===== src/rtl/div_sub_shift.sv =====
// Restoring shift-subtract divider: 2*WIDTH-bit dividend / WIDTH-bit divisor; DIV_BY_ZERO_DETECT_EN adds a one-cycle zero-divisor exit.
// Latency 2*WIDTH edges from accepted start to done (1 with zero detect); start is ignored while busy.
module div_sub_shift #(
  parameter int WIDTH = 4
) (
  input  logic               clk,
  input  logic               rst_n,
  input  logic               start,
  input  logic [2*WIDTH-1:0] dividend,
  input  logic [WIDTH-1:0]   divisor,
  output logic [2*WIDTH-1:0] quot,
  output logic [WIDTH-1:0]   rem,
  output logic               busy,
  output logic               done,
  output logic               div_by_zero
);

  localparam int DW = 2 * WIDTH;
  localparam int CW = $clog2(DW + 1);

  typedef enum logic [1:0] {
    S_IDLE,
    S_CALC,
    S_DONE
  } state_t;

  state_t           state_q, state_d;
  logic [DW-1:0]    d_q, d_d;
  logic [WIDTH-1:0] b_q, b_d;
  logic [WIDTH-1:0] r_q, r_d;
  logic [CW-1:0]    cnt_q, cnt_d;
  logic [DW-1:0]    quot_q, quot_d;
  logic [WIDTH-1:0] rem_q, rem_d;
  logic             dbz_q, dbz_d;

  logic [WIDTH:0]   trial;
  logic [WIDTH-1:0] diff;
  logic             ge;
  logic [WIDTH-1:0] r_step;
  logic [DW-1:0]    d_step;
  logic             zero_exit;

  // The partial remainder only ever needs WIDTH bits between iterations: a
  // subtracted result is below B, and a kept trial is below B as well. The
  // extra bit lives only in the trial value that feeds the compare.
  assign trial  = {r_q, d_q[DW-1]};
  assign ge     = trial >= {1'b0, b_q};
  assign diff   = trial[WIDTH-1:0] - b_q;
  assign r_step = ge ? diff : trial[WIDTH-1:0];
  assign d_step = {d_q[DW-2:0], ge};

`ifdef DIV_BY_ZERO_DETECT_EN
  assign zero_exit = (b_q == '0);
`else
  assign zero_exit = 1'b0;
`endif

  always_comb begin
    state_d = state_q;
    d_d     = d_q;
    b_d     = b_q;
    r_d     = r_q;
    cnt_d   = cnt_q;
    quot_d  = quot_q;
    rem_d   = rem_q;
    dbz_d   = 1'b0;
    unique case (state_q)
      S_IDLE: begin
        if (start) begin
          d_d     = dividend;
          b_d     = divisor;
          r_d     = '0;
          cnt_d   = CW'(DW);
          state_d = S_CALC;
        end
      end
      S_CALC: begin
        if (zero_exit) begin
          quot_d  = '1;
          rem_d   = '0;
          dbz_d   = 1'b1;
          cnt_d   = '0;
          state_d = S_DONE;
        end else begin
          d_d   = d_step;
          r_d   = r_step;
          cnt_d = cnt_q - CW'(1);
          if (cnt_q == CW'(1)) begin
            quot_d  = d_step;
            rem_d   = r_step;
            state_d = S_DONE;
          end
        end
      end
      S_DONE: begin
        state_d = S_IDLE;
      end
      default: begin
        state_d = S_IDLE;
      end
    endcase
  end

  always_ff @(posedge clk or negedge rst_n) begin
    if (!rst_n) begin
      state_q <= S_IDLE;
      d_q     <= '0;
      b_q     <= '0;
      r_q     <= '0;
      cnt_q   <= '0;
      quot_q  <= '0;
      rem_q   <= '0;
      dbz_q   <= 1'b0;
    end else begin
      state_q <= state_d;
      d_q     <= d_d;
      b_q     <= b_d;
      r_q     <= r_d;
      cnt_q   <= cnt_d;
      quot_q  <= quot_d;
      rem_q   <= rem_d;
      dbz_q   <= dbz_d;
    end
  end

  assign quot        = quot_q;
  assign rem         = rem_q;
  assign busy        = (state_q != S_IDLE);
  assign done        = (state_q == S_DONE);
  assign div_by_zero = dbz_q;

endmodule

===== config.mk =====
export PLATFORM = sky130hd
export DESIGN_NAME = div_sub_shift
export DESIGN_NICKNAME = d
export VERILOG_FILES = /design/src/rtl/div_sub_shift.sv
export SDC_FILE = /design/constraint.sdc
export NUM_CORES = 1
export LEC_CHECK = 0
export CAP_MARGIN = 30
export CORE_ASPECT_RATIO = 0.7
export CORE_MARGIN = 1
export CORE_UTILIZATION = 55
export CTS_CLUSTER_DIAMETER = 120
export DETAILED_ROUTE_END_ITERATION = 10
export HOLD_SLACK_MARGIN = 0.1
export MAX_ROUTING_LAYER = met4
export PLACE_DENSITY = 0.87
export SETUP_SLACK_MARGIN = 0.05
export SYNTH_ARGS = -nofsm -noshare
export SYNTH_HDL_FRONTEND = slang
export SYNTH_SLANG_ARGS = --single-unit
export TNS_END_PERCENT = 1

===== constraint.sdc =====
create_clock -name clk -period 4.8 [get_ports clk]
set_input_delay 1.2 -clock clk [delete_from_list [all_inputs] [get_ports clk]]
set_output_delay 1.2 -clock clk [all_outputs]
set_load 0.01 [all_outputs]

* After elaboration in Yosys (flattened, before gate mapping)
Index checks and enable logic that the tools add are counted.
** Cells by class
- Add/subtract/negate cells :: 2
- Magnitude comparators :: 1
- Equality and inequality tests :: 5
- Mux-type cells :: 10
- Reduce and logical (&&, ||, !) cells :: 7
** Operator list (number)
- $pmux W4 S2 :: 2
- $pmux W8 S2 :: 1
- $mux W4 :: 3
- $mux W8 :: 1
- $reduce_and A2 Y1 :: 4
- $ge A5 B4 Y1 :: 1
- $eq A4 B1 Y1 const B :: 1
- $mux W2 :: 2
- $ne A2 B2 Y1 const B :: 2
- $pmux W2 S2 :: 1
- $reduce_bool A2 Y1 :: 2
- $sub A4 B1 Y4 const B :: 1
- $sub A4 B4 Y4 :: 1
- $eq A2 B1 Y1 const B :: 1
- $eq A2 B2 Y1 const B :: 1
- $logic_not A2 Y1 :: 1
** Storage, ports and cells
- Flip-flop bits (word level) :: 34
- Input port bits :: 15
- Output and inout port bits :: 15
- Word-level logic and storage cells :: 32

* Longest topological paths before layout
- Word-level depth :: 3
- Mapped depth :: 8

* Least setup slack after synthesis
Ideal clock, no wire load.
- Path kind :: input to register
- Start point :: in start
- End point :: reg d_q[0]
- Setup time :: 130 ps
- Arrival time :: 1958 ps
- Data required time :: 4670 ps
- Slack :: 2712 ps
- Cell stages on the path :: 4
- Path buffers :: 0
- Cell sequence :: nor3b_2 -> nor2_2 -> a22oi_1 -> o21ai_0
** Between the ends
- Word-level cells in the longest chain between the ends :: 2
** RTL lines
- from (decl) :: line 8 : input logic start,
- $ne A2 B2 Y1 (no source line)
- $reduce_and A2 Y1 (no source line)
- to (signal assigned) :: line 107 : d_q <= '0;
- to (signal assigned) :: line 116 : d_q <= d_d;
- to (decl) :: line 28 : logic [DW-1:0] d_q, d_d;
Every way passes these cells.
A chain may end at the register's enable or synchronous reset.

* Worst setup path after layout
- Start point :: reg state_q[0]
- End point :: out busy
** Between the ends
- Word-level cells in the longest chain between the ends :: 1
** RTL lines
- from (decl) :: line 27 : state_t state_q, state_d;
- from (signal assigned) :: line 115 : state_q <= state_d;
- $reduce_bool A2 Y1 :: line 128 : assign busy = (state_q != S_IDLE);
- to (decl) :: line 13 : output logic busy,
Every way passes these cells.

==> impl_metrics.csv <==
group,metric,value,unit
floorplan,placeableCoreArea,2863,um^2
logic_synthesis,syn_inst,178,
timing,slew_viol_final,0,
detailed_routing,antenna_left,0,
logic_synthesis,yosysSeqAreaShare,50.22,%
logic_synthesis,syn_area,1694,um^2
cts,cts.repair.resized,0,
finish,share_of_final_layout_standard_cells_stronger_than_drive_strength_1,9.048,%
finish,multi_input_area,750.7,um^2
floorplan,die_width,68.34,um
status,outcome,"completed",
detailed_routing,drtPass1Iterations,4,
worst_setup_path,critPathLaunchType,"flip-flop",
finish,areaGrowthSynthToFinish,24.15,%
placement,place.port_buffers,28,
timing,setup_viol,0,
logic_synthesis,synth_top_flop_cell,"dfrtp_1",
worst_setup_path,worstReg2RegEnd,"rem[1]$_DFFE_PN0P_",
placement,dp_worst_setup_slack,1.594,ns
finish,antennaDiodeCount,0,
timing,hold_violations,0,
grt,grt.busiest_layer,"met2",
grt,grtUsageMet1,38.45,%
worst_hold_path,hold_class,"reg2reg",
cts,cts_buffers,5,
grt,grt_pass1_wl,6651,um
worst_setup_path,worst-path-max-fanout,5,
worst_setup_path,reg2reg_slack,2.91,ns
timing,final_min_period_over_clock_period,54.35,%
worst_setup_path,setup.worst_path.class,"reg2out",
finish,layout.filler_cells,213,
cts,holdBufCountCts,0,
detailed_routing,viasPerCell,5.728,
pwr,leakage,0.9616,nW
cts,cts_tree,"done",
detailed_routing,drtIter0Drc,156,
cts,worst_skew_pair.late_latency,0.29,ns
grt,globalRouteMet2Util,41.50,%
floorplan,rows,16,
worst_setup_path,worstReg2RegStart,"cnt_q[1]$_DFFE_PN0P_",
logic_synthesis,synth_async_sr_flop_share,100.0,%
cts,ctsHtreeMaxLevel,2,
worst_hold_path,hold_end,"quot[1]$_DFFE_PN0P_",
worst_setup_path,worst_ep_required_time,3.60,ns
timing,achievable-frequency,383.3,MHz
detailed_routing,vias,1409,
logic_synthesis,yosysWarningCount,0,
pwr,power.ir.vdd_worst,0.3582,mV
cts,clock_tree.buffer_depth,2,
floorplan,die_footprint,3310,um^2
placement,numPlacedInstances,237,
floorplan,ioPinCount,30,
cts,clk_pin_slew_worst_paths,0.07,ns
grt,via_count_of_the_first_global_routing_pass,1427,
timing,setup_total_negative_slack,0,ns
logic_synthesis,yosysUniqueCellTypes,41,
worst_hold_path,worstHoldStart,"quot[1]$_DFFE_PN0P_",
grt,antenna_found_initial,0,
logic_synthesis,synth_fp_nets,200,
finish,finalCoreUtilization,73.47,%
finish,stdcell_area,2103,um^2
grt,use_met3,6.840,%
placement,placed_area,1983,um^2
logic_synthesis,ys_seq_elements,34,
cts,ctsRootBufferMaster,"clkbuf_8",
placement,hpwlAfterDp,2674,um
finish,layout.area.seq,850.8,um^2
detailed_routing,detailed_route_wl,3791,um
worst_setup_path,worst_ep_arrival_time,1.41,ns
timing,layout_min_cycle_time,2.609,ns
worst_setup_path,timing.reg2reg.worst_path_depth,7,
detailed_routing,post_drt_wl_per_cell,15.41,um
run,timing.max_cap.violations,0,
cts,clock_sinks,34,
timing,worst_slack,2.191,ns
floorplan,dieHeight,48.44,um
grt,grt-ovfl-total,0,
detailed_routing,route.detailed.drc,0,
grt,grt_max_degree,35,
floorplan,start_util,59.18,%
pwr,cellPowerDensity,774.0,nW/um^2
logic_synthesis,synth_area_per_cell,9.518,um^2
worst_hold_path,hold_path_depth,2,
timing,rsz0062_at_grt,"false",
placement,gpl.final_weighted_congestion,0.8781,
finish,layoutNonFillerInstCount,246,
logic_synthesis,synth_edf_count,0,
worst_setup_path,critPathCaptureType,"output pin",
finish,nets_final,231,
timing,clock-skew-final,0.005097,ns
grt,groute.usage.overall,28.54,%
cts,post_cts_buffers,0,
-- worst max path at each step --
| stage | startpoint | endpoint | cells after the start | slack [ns] |
|---|---|---|---|---|
| 6_report | state_q[0]$_DFFE_PN0P_ | busy | 3 | 2.19 |
| 5_1_grt | state_q[0]$_DFFE_PN0P_ | busy | 3 | 2.11 |
| 4_1_cts | start | d_q[0]$_DFFE_PN0P_ | 5 | 1.86 |
| 3_5_place_dp | start | d_q[0]$_DFFE_PN0P_ | 5 | 1.59 |
| 3_3_place_gp | start | d_q[0]$_DFFE_PN0P_ | 5 | 1.70 |
| 2_1_floorplan | start | d_q[0]$_DFFE_PN0P_ | 4 | 2.71 |
-- power by group --
part | leakage (nW) | switching, W | internal [W]
logic | 0.486 | 0.000467 | 0.000368
clock network | 0.0579 | 0.000108 | 0.000153
registers | 0.418 | 0.000104 | 0.000428
-- cells in the mapped netlist (2+ instances only) --
cell / count / area (um^2)
nor2_1: 4 / 15.01
nor2b_1: 2 / 12.51
a221o_1: 2 / 20.02
nand3_1: 8 / 40.04
buf_4: 4 / 30.03
or4_1: 2 / 15.01
inv_1: 11 / 41.29
dfrtp_1: 34 / 850.8
buf_2: 2 / 10.01
a31oi_1: 3 / 18.77
a22oi_1: 7 / 52.55
o211ai_1: 3 / 22.52
o21ai_0: 16 / 80.08
nand2_1: 46 / 172.7
nor3_1: 3 / 15.01
ha_1: 6 / 75.07
-- per-stage QoR --
stage / power [W] / hold slack (ns)
floorplan: 0.001087 / 0.4497
global placement: 0.001290 / 0.4573
detailed placement: 0.001354 / 0.4632
CTS: 0.001618 / 0.4810
global route: 0.001770 / 0.5105
finish: 0.001628 / 0.4745
-- logic make-up after synthesis --
kind of cell | synth area share, %
AO/OA/AOI/OAI | 15.51
XOR/XNOR | 0.5171
adder cells (fa/ha/maj) | 5.613
buffers and inverters | 5.465
flip-flops | 50.22
other | 0.2214
AND/OR/NAND/NOR | 22.45
-- area by class of cell --
type,count,area share (%)
Multi-Input combinational cell,126,35.69
Inverter,11,1.963
Clock buffer,5,3.272
Timing Repair Buffer,31,14.57
Tap cell,36,2.142
Sequential cell,34,40.45
Clock inverter,3,1.904
-- flip-flops by register name, summed over array words and instances (netlist names) --
name     flops
state_q      2
r_q          4
d_q          8
rem          4
b_q          4
quot         8
cnt_q        4
-- per-layer routing --
metal	up-vias	wire [um]
li1	674	-
met3	7	209
met1	687	1788
met4	0	62
met2	41	1731
met5	-	0
-- critical path: stages (launching register included) --
cell             delay [ns]
dfrtp_1                0.43
nor2_1                 0.17
inv_1                  0.05
clkdlybuf4s50_1        0.47
-- cell usage in the layout, fill, tap and decap left out, types with 2 or more instances in the layout --
cell type,netlist,routed
nand2_1,46,46
a31oi_1,3,3
buf_4,4,2
nor2_1,4,4
clkinv_2,0,2
ha_1,6,6
dfrtp_1,34,34
clkdlybuf4s50_1,0,28
or4_1,2,2
o21ai_0,16,16
a22oi_1,7,7
o211ai_1,3,3
nand3_1,8,8
inv_1,11,11
a221o_1,2,2
nor2b_1,2,2
nor3_1,3,3
clkbuf_8,0,5
No activity file was read; power rests on OpenSTA's default activity.
